### config.mk
export PLATFORM = sky130hd
export DESIGN_NAME = uart_rx_frame
export DESIGN_NICKNAME = d
export VERILOG_FILES = /design/src/rtl/uart_rx_frame.sv
export SDC_FILE = /design/constraint.sdc
export NUM_CORES = 1
export LEC_CHECK = 0
export CAP_MARGIN = 0
export CORE_MARGIN = 3
export CORE_UTILIZATION = 34
export CTS_CLUSTER_SIZE = 10
export DETAILED_ROUTE_END_ITERATION = 12
export SLEW_MARGIN = 30
export SYNTH_ARGS = -nofsm -noshare
export SYNTH_HDL_FRONTEND = slang
export SYNTH_SLANG_ARGS = --single-unit
### constraint.sdc
create_clock -name clk -period 7.2 [get_ports clk]
set_input_delay 1.08 -clock clk [delete_from_list [all_inputs] [get_ports clk]]
set_output_delay 1.08 -clock clk [all_outputs]
set_load 0.1 [all_outputs]
### src/rtl/uart_rx_frame.sv
// ---------------------------------------------------------------------------
// uart_rx_frame
//
// Oversampling UART receiver. It recovers one frame from RX_IN: start bit,
// DATA_WIDTH data bits sent LSB first, an optional parity bit and one stop
// bit. It then reports the result with single-cycle registered pulses.
// prescale, PAR_EN and PAR_TYP are captured when the start bit is detected,
// and they hold for the rest of that frame.
//
// Ports:
//   clk          UART RX clock (prescale x baud)
//   rst          asynchronous active-low reset
//   RX_IN        serial line, idles high, already synchronized
//   prescale     oversampling ratio (8, 16 or 32; anything else acts as 8)
//   PAR_EN       1 = frame carries a parity bit
//   PAR_TYP      0 = even parity, 1 = odd parity
//   P_DATA       last correctly received byte
//   data_valid   one-cycle pulse, P_DATA has just been updated
//   parity_error one-cycle pulse on parity mismatch
//   stop_error   one-cycle pulse when the stop bit was sampled low
// ---------------------------------------------------------------------------
module uart_rx_frame #(
  parameter int DATA_WIDTH = 8
) (
  input  logic                  clk,
  input  logic                  rst,
  input  logic                  RX_IN,
  input  logic [5:0]            prescale,
  input  logic                  PAR_EN,
  input  logic                  PAR_TYP,
  output logic [DATA_WIDTH-1:0] P_DATA,
  output logic                  data_valid,
  output logic                  parity_error,
  output logic                  stop_error
);

  localparam int BCW = $clog2(DATA_WIDTH + 1);
  localparam logic [BCW-1:0] LAST_BIT = BCW'(DATA_WIDTH - 1);

  typedef enum logic [2:0] {IDLE, START, DATA, PARITY, STOP} state_t;

  state_t                state;
  logic [5:0]            edge_cnt;
  logic [BCW-1:0]        bit_cnt;
  logic [5:0]            prescale_q;
  logic                  par_en_q;
  logic                  par_typ_q;
  logic                  par_err_q;
  logic [2:0]            samples;
  logic [DATA_WIDTH-1:0] shift_q;

  logic [5:0] prescale_sel;
  logic [5:0] half;
  logic [5:0] last_edge;
  logic       sample_now;
  logic       maj;

  // Unsupported ratios fall back to 8 so the counters always have a sane period.
  always_comb begin
    prescale_sel = 6'd8;
    if (prescale == 6'd16 || prescale == 6'd32) begin
      prescale_sel = prescale;
    end
  end

  assign half       = {1'b0, prescale_q[5:1]};
  assign last_edge  = prescale_q - 6'd1;
  assign sample_now = (edge_cnt == half - 6'd1) || (edge_cnt == half) ||
                      (edge_cnt == half + 6'd1);
  // All three mid-bit samples are taken before the bit ends. So at
  // edge_cnt = P-1 the history register holds exactly that bit's samples.
  assign maj = (samples[0] & samples[1]) | (samples[1] & samples[2]) |
               (samples[0] & samples[2]);

  // edge_cnt holds the position within the current bit of the edge being
  // processed. The detecting edge in IDLE is position 0, so START begins
  // counting at 1. The result is registered on the last edge of the stop
  // bit, and the FSM re-enters IDLE on that same edge. This lets the next
  // start bit be caught on the very next edge.
  always_ff @(posedge clk or negedge rst) begin
    if (!rst) begin
      state        <= IDLE;
      edge_cnt     <= '0;
      bit_cnt      <= '0;
      prescale_q   <= 6'd8;
      par_en_q     <= 1'b0;
      par_typ_q    <= 1'b0;
      par_err_q    <= 1'b0;
      samples      <= '0;
      shift_q      <= '0;
      P_DATA       <= '0;
      data_valid   <= 1'b0;
      parity_error <= 1'b0;
      stop_error   <= 1'b0;
    end else begin
      data_valid   <= 1'b0;
      parity_error <= 1'b0;
      stop_error   <= 1'b0;

      if (state == IDLE) begin
        edge_cnt <= '0;
        if (!RX_IN) begin
          state      <= START;
          edge_cnt   <= 6'd1;
          bit_cnt    <= '0;
          prescale_q <= prescale_sel;
          par_en_q   <= PAR_EN;
          par_typ_q  <= PAR_TYP;
          par_err_q  <= 1'b0;
        end
      end else begin
        if (sample_now) begin
          samples <= {samples[1:0], RX_IN};
        end

        if (edge_cnt != last_edge) begin
          edge_cnt <= edge_cnt + 6'd1;
        end else begin
          edge_cnt <= '0;
          case (state)
            START: begin
              // A start bit that votes high was only a glitch.
              if (maj) begin
                state <= IDLE;
              end else begin
                state <= DATA;
              end
            end
            DATA: begin
              shift_q <= {maj, shift_q[DATA_WIDTH-1:1]};
              bit_cnt <= bit_cnt + BCW'(1);
              if (bit_cnt == LAST_BIT) begin
                state <= par_en_q ? PARITY : STOP;
              end
            end
            PARITY: begin
              par_err_q <= maj ^ (^shift_q) ^ par_typ_q;
              state     <= STOP;
            end
            STOP: begin
              stop_error   <= ~maj;
              parity_error <= par_err_q;
              if (maj && !par_err_q) begin
                data_valid <= 1'b1;
                P_DATA     <= shift_q;
              end
              state <= IDLE;
            end
            default: state <= IDLE;
          endcase
        end
      end
    end
  end

endmodule
==> load_flow_metrics.sql <==
INSERT INTO impl_metrics (metric_group, metric, value, unit) VALUES
('setup_path', 'critical_path.cell_chain', 'clkdlybuf4s50_1', ''),
('synth', 'number_of_enable_type_register_cells_in_the_synthesized_netlist', '0', ''),
('setup_path', 'worst_path_largest_cell_delay', '1.14', 'ns'),
('grt', 'first_global_vias', '1678', ''),
('setup_path', 'buf_inv_stages_crit_path', '1', ''),
('clocking', 'clock_tree.buffer_depth', '2', ''),
('synth', 'post_synth_xor_xnor_area', '11.6', '%'),
('cells_and_area', 'syn_to_final_growth', '14.8', '%'),
('power', 'pwr_density_cell', '323', 'nW/um^2'),
('setup_path', 'critPathMaxFanout', '2', ''),
('synth', 'synth.ff_latch_count', '44', ''),
('grt', 'grt_pass1_wl', '8210', 'um'),
('placed_design', 'rd_place_congestion', '0.837', ''),
('clocking', 'cts-resized-gates', '0', ''),
('synth', 'postSynthCellCount', '233', ''),
('detailed_routing', 'final_antenna_net_count', '0', ''),
('detailed_routing', 'met3_length', '152', 'um'),
('sta', 'rsz_0062_raised_after_global_routing', 'false', ''),
('floorplanning', 'die-height', '91.5', 'um'),
('grt', 'maximum_number_of_pins_on_one_net_before_global_route_repair', '45', ''),
('clocking', 'numCtsBuffers', '5', ''),
('clocking', 'path_clk_slew', '0.09', 'ns'),
('synth', 'combinational_family_with_the_most_area_after_synthesis', 'simple AND/OR/NAND/NOR gates', ''),
('synth', 'synth.cell_area', '2490', 'um^2'),
('floorplanning', 'placeableCoreArea', '6940', 'um^2'),
('setup_path', 'cp-end-kind', 'output pin', ''),
('min_path', 'min_delay_path_depth', '1', ''),
('floorplanning', 'ios', '22', ''),
('setup_path', 'crit_cells', '1', ''),
('setup_path', 'wp_data_arrival', '1.81', 'ns'),
('clocking', 'clk_latency_worst_skew_pair', '0.30', 'ns'),
('clocking', 'cts.htree.levels', '2', ''),
('synth', 'synth_area_per_cell', '10.7', 'um^2'),
('placed_design', 'port_buffers', '21', ''),
('setup_path', 'count_of_cells_along_the_worst_register_to_register_path', '8', ''),
('clocking', 'tritoncts', 'yes', ''),
('sta', 'setup_total_negative_slack', '0', 'ns'),
('floorplanning', 'dieWidth', '91.5', 'um'),
('detailed_routing', 'drt_first_pass_iters', '4', ''),
('synth', 'synth-compound-area-share', '8.10', '%'),
('sta', 'clock.fmax', '347', 'MHz'),
('sta', 'clock_skew', '0.00504', 'ns'),
('cells_and_area', 'final_layout_size_suffix_gt1_share', '11.2', '%'),
('detailed_routing', 'detail_route.vias_per_cell', '4.73', ''),
('synth', 'synthMuxAreaShare', '11.0', '%'),
('detailed_routing', 'routedLengthMet1', '2280', 'um'),
('power', 'ir_worst_vdd', '0.200', 'mV'),
('job', 'timing.max_cap.violations', '0', ''),
('synth', 'synthAdderAreaFrac', '3.42', '%'),
('floorplanning', 'rows', '30', ''),
('min_path', 'holdCritPathClass', 'reg -> reg', ''),
('setup_path', 'critPathRequiredTime', '6.12', 'ns'),
('synth', 'synth.lib_cells_used.distinct', '50', ''),
('sta', 'hold_viol_final', '0', ''),
('sta', 'worst_slew_margin_rel', '35.0', '%'),
('setup_path', 'startpoint_type', 'register', ''),
('sta', 'timing_worst_slew_pin_value', '0.972', 'ns'),
('setup_path', 'critical-path-top-delay-family', 'buffers and inverters', ''),
('grt', 'initial_antenna_violation_count', '0', ''),
('synth', 'synth.net_count', '250', ''),
('setup_path', 'critical-path-slowest-cell', 'clkdlybuf4s50_1', ''),
('sta', 'min_clock_period_post_route', '2.89', 'ns'),
('detailed_routing', 'routed-via-count', '1643', ''),
('outcome', 'outcome', 'complete, no violations', ''),
('power', 'leakage_power', '1.29', 'nW'),
('cells_and_area', 'antenna_cells_inserted', '0', ''),
('detailed_routing', 'drc', '0', ''),
('clocking', 'clock-root-buffer', 'clkbuf_8', ''),
('synth', 'async_flop_share', '100', '%'),
('sta', 'setup_viol', '0', ''),
('detailed_routing', 'dr.first_iter.drc_count', '101', '');
## final cells by class
cell class,count,area (um^2),area share (%)
clock buffers,5,68.8,2.41
flip-flops and latches,44,1100,38.6
inverters,8,30.0,1.05
multi-input cells,170,1280,44.7
well taps,96,120,4.21
repair buffers,21,208,7.27
clock inverters,3,50.0,1.75
## logic make-up after synthesis
family / count (synthesis)
AO/OA/AOI/OAI: 25
XOR/XNOR: 32
adder cells (fa/ha/maj): 7
buffers and inverters: 19
flip-flops: 44
multiplexers: 22
AND/OR/NAND/NOR: 84
## path summary, 6_finish.rpt
check	startpoint	end	slack, ns
max	P_DATA[1]	P_DATA[1]	4.31
min	samples[2]	samples[2]	0.51
max reg2reg	prescale_q[2]	P_DATA[5]	4.42
min reg2reg	samples[2]	samples[2]	0.51
max in group asynchronous	rst	prescale_q[3]	6.06
min in group asynchronous	rst	P_DATA[4]	0.76
## sequential cells by signal, indices dropped and copies added, names as in the netlist
name,flops
bit_cnt,4
par_typ_q,1
prescale_q,6
par_en_q,1
P_DATA,8
par_err_q,1
samples,3
edge_cnt,6
data_valid,1
stop_error,1
parity_error,1
shift_q,8
state,3
## layer usage
metal	vias to the layer above	global-route usage (%)
met5	-	0
met4	0	3.77
met3	2	2.24
met2	30	18.1
met1	779	17.6
li1	832	-
## cells in the mapped netlist (3+ instances only)
| library cell | n | area [um^2] |
|---|---|---|
| a21oi_1 | 3 | 15.0 |
| and3_1 | 4 | 25.0 |
| buf_2 | 5 | 25.0 |
| dfrtp_1 | 43 | 1080 |
| ha_1 | 6 | 75.1 |
| inv_1 | 7 | 26.3 |
| mux2_1 | 11 | 124 |
| mux2_4 | 8 | 120 |
| mux2i_1 | 3 | 30.0 |
| nand2_1 | 18 | 67.6 |
| nand2b_1 | 4 | 25.0 |
| nand3_1 | 12 | 60.1 |
| nand4_1 | 3 | 18.8 |
| nor2_1 | 23 | 86.3 |
| nor3_1 | 4 | 20.0 |
| nor3b_1 | 3 | 22.5 |
| o21ai_0 | 3 | 15.0 |
| o21ai_1 | 4 | 20.0 |
| xnor2_1 | 19 | 166 |
| xor2_1 | 12 | 105 |
## worst reg2reg max path: stages (launching register included)
cell,delay (ns)
dfrtp_1,0.52
inv_2,0.09
ha_1,0.23
a21boi_4,0.16
a21o_2,0.21
a2111oi_4,0.35
and3_1,0.39
and4_4,0.40
mux2_4,0.33
## layout by cell type, fill, tap and decap left out, types with 2 or more instances in the layout
cell,netlist,layout
a21oi_1,3,3
and2_1,2,2
and3_1,4,4
clkbuf_8,0,5
clkdlybuf4s50_1,0,20
dfrtp_1,43,43
ha_1,6,6
inv_1,7,7
mux2_1,11,11
mux2_4,8,8
mux2i_1,3,3
nand2_1,18,18
nand2b_1,4,4
nand3_1,12,12
nand3b_1,2,2
nand4_1,3,3
nor2_1,23,23
nor2b_1,2,2
nor3_1,4,4
nor3b_1,3,3
o211ai_1,2,2
o21ai_0,3,3
o21ai_1,4,4
o31ai_1,2,2
or4_1,2,2
xnor2_1,19,19
xor2_1,12,12
## through the flow
stage	setup WS [ns]	instance area, um^2	power (mW)	instances	utilization [%]
after floorplan	4.66	2490	0.650	233	-
after global placement	4.50	2730	0.722	339	39.4
after detailed placement	4.44	2730	0.726	339	39.4
after CTS	4.28	2850	0.932	347	41.1
after global routing	4.17	2860	1.00	347	41.1
final	4.31	2860	0.921	347	41.1
## report_power, final
part	switching, mW	total [mW]	internal [mW]
Combinational	0.191	0.349	0.158
Sequential	0.0725	0.372	0.299
Clock	0.0932	0.200	0.107
No activity file was read; power rests on OpenSTA's default activity.
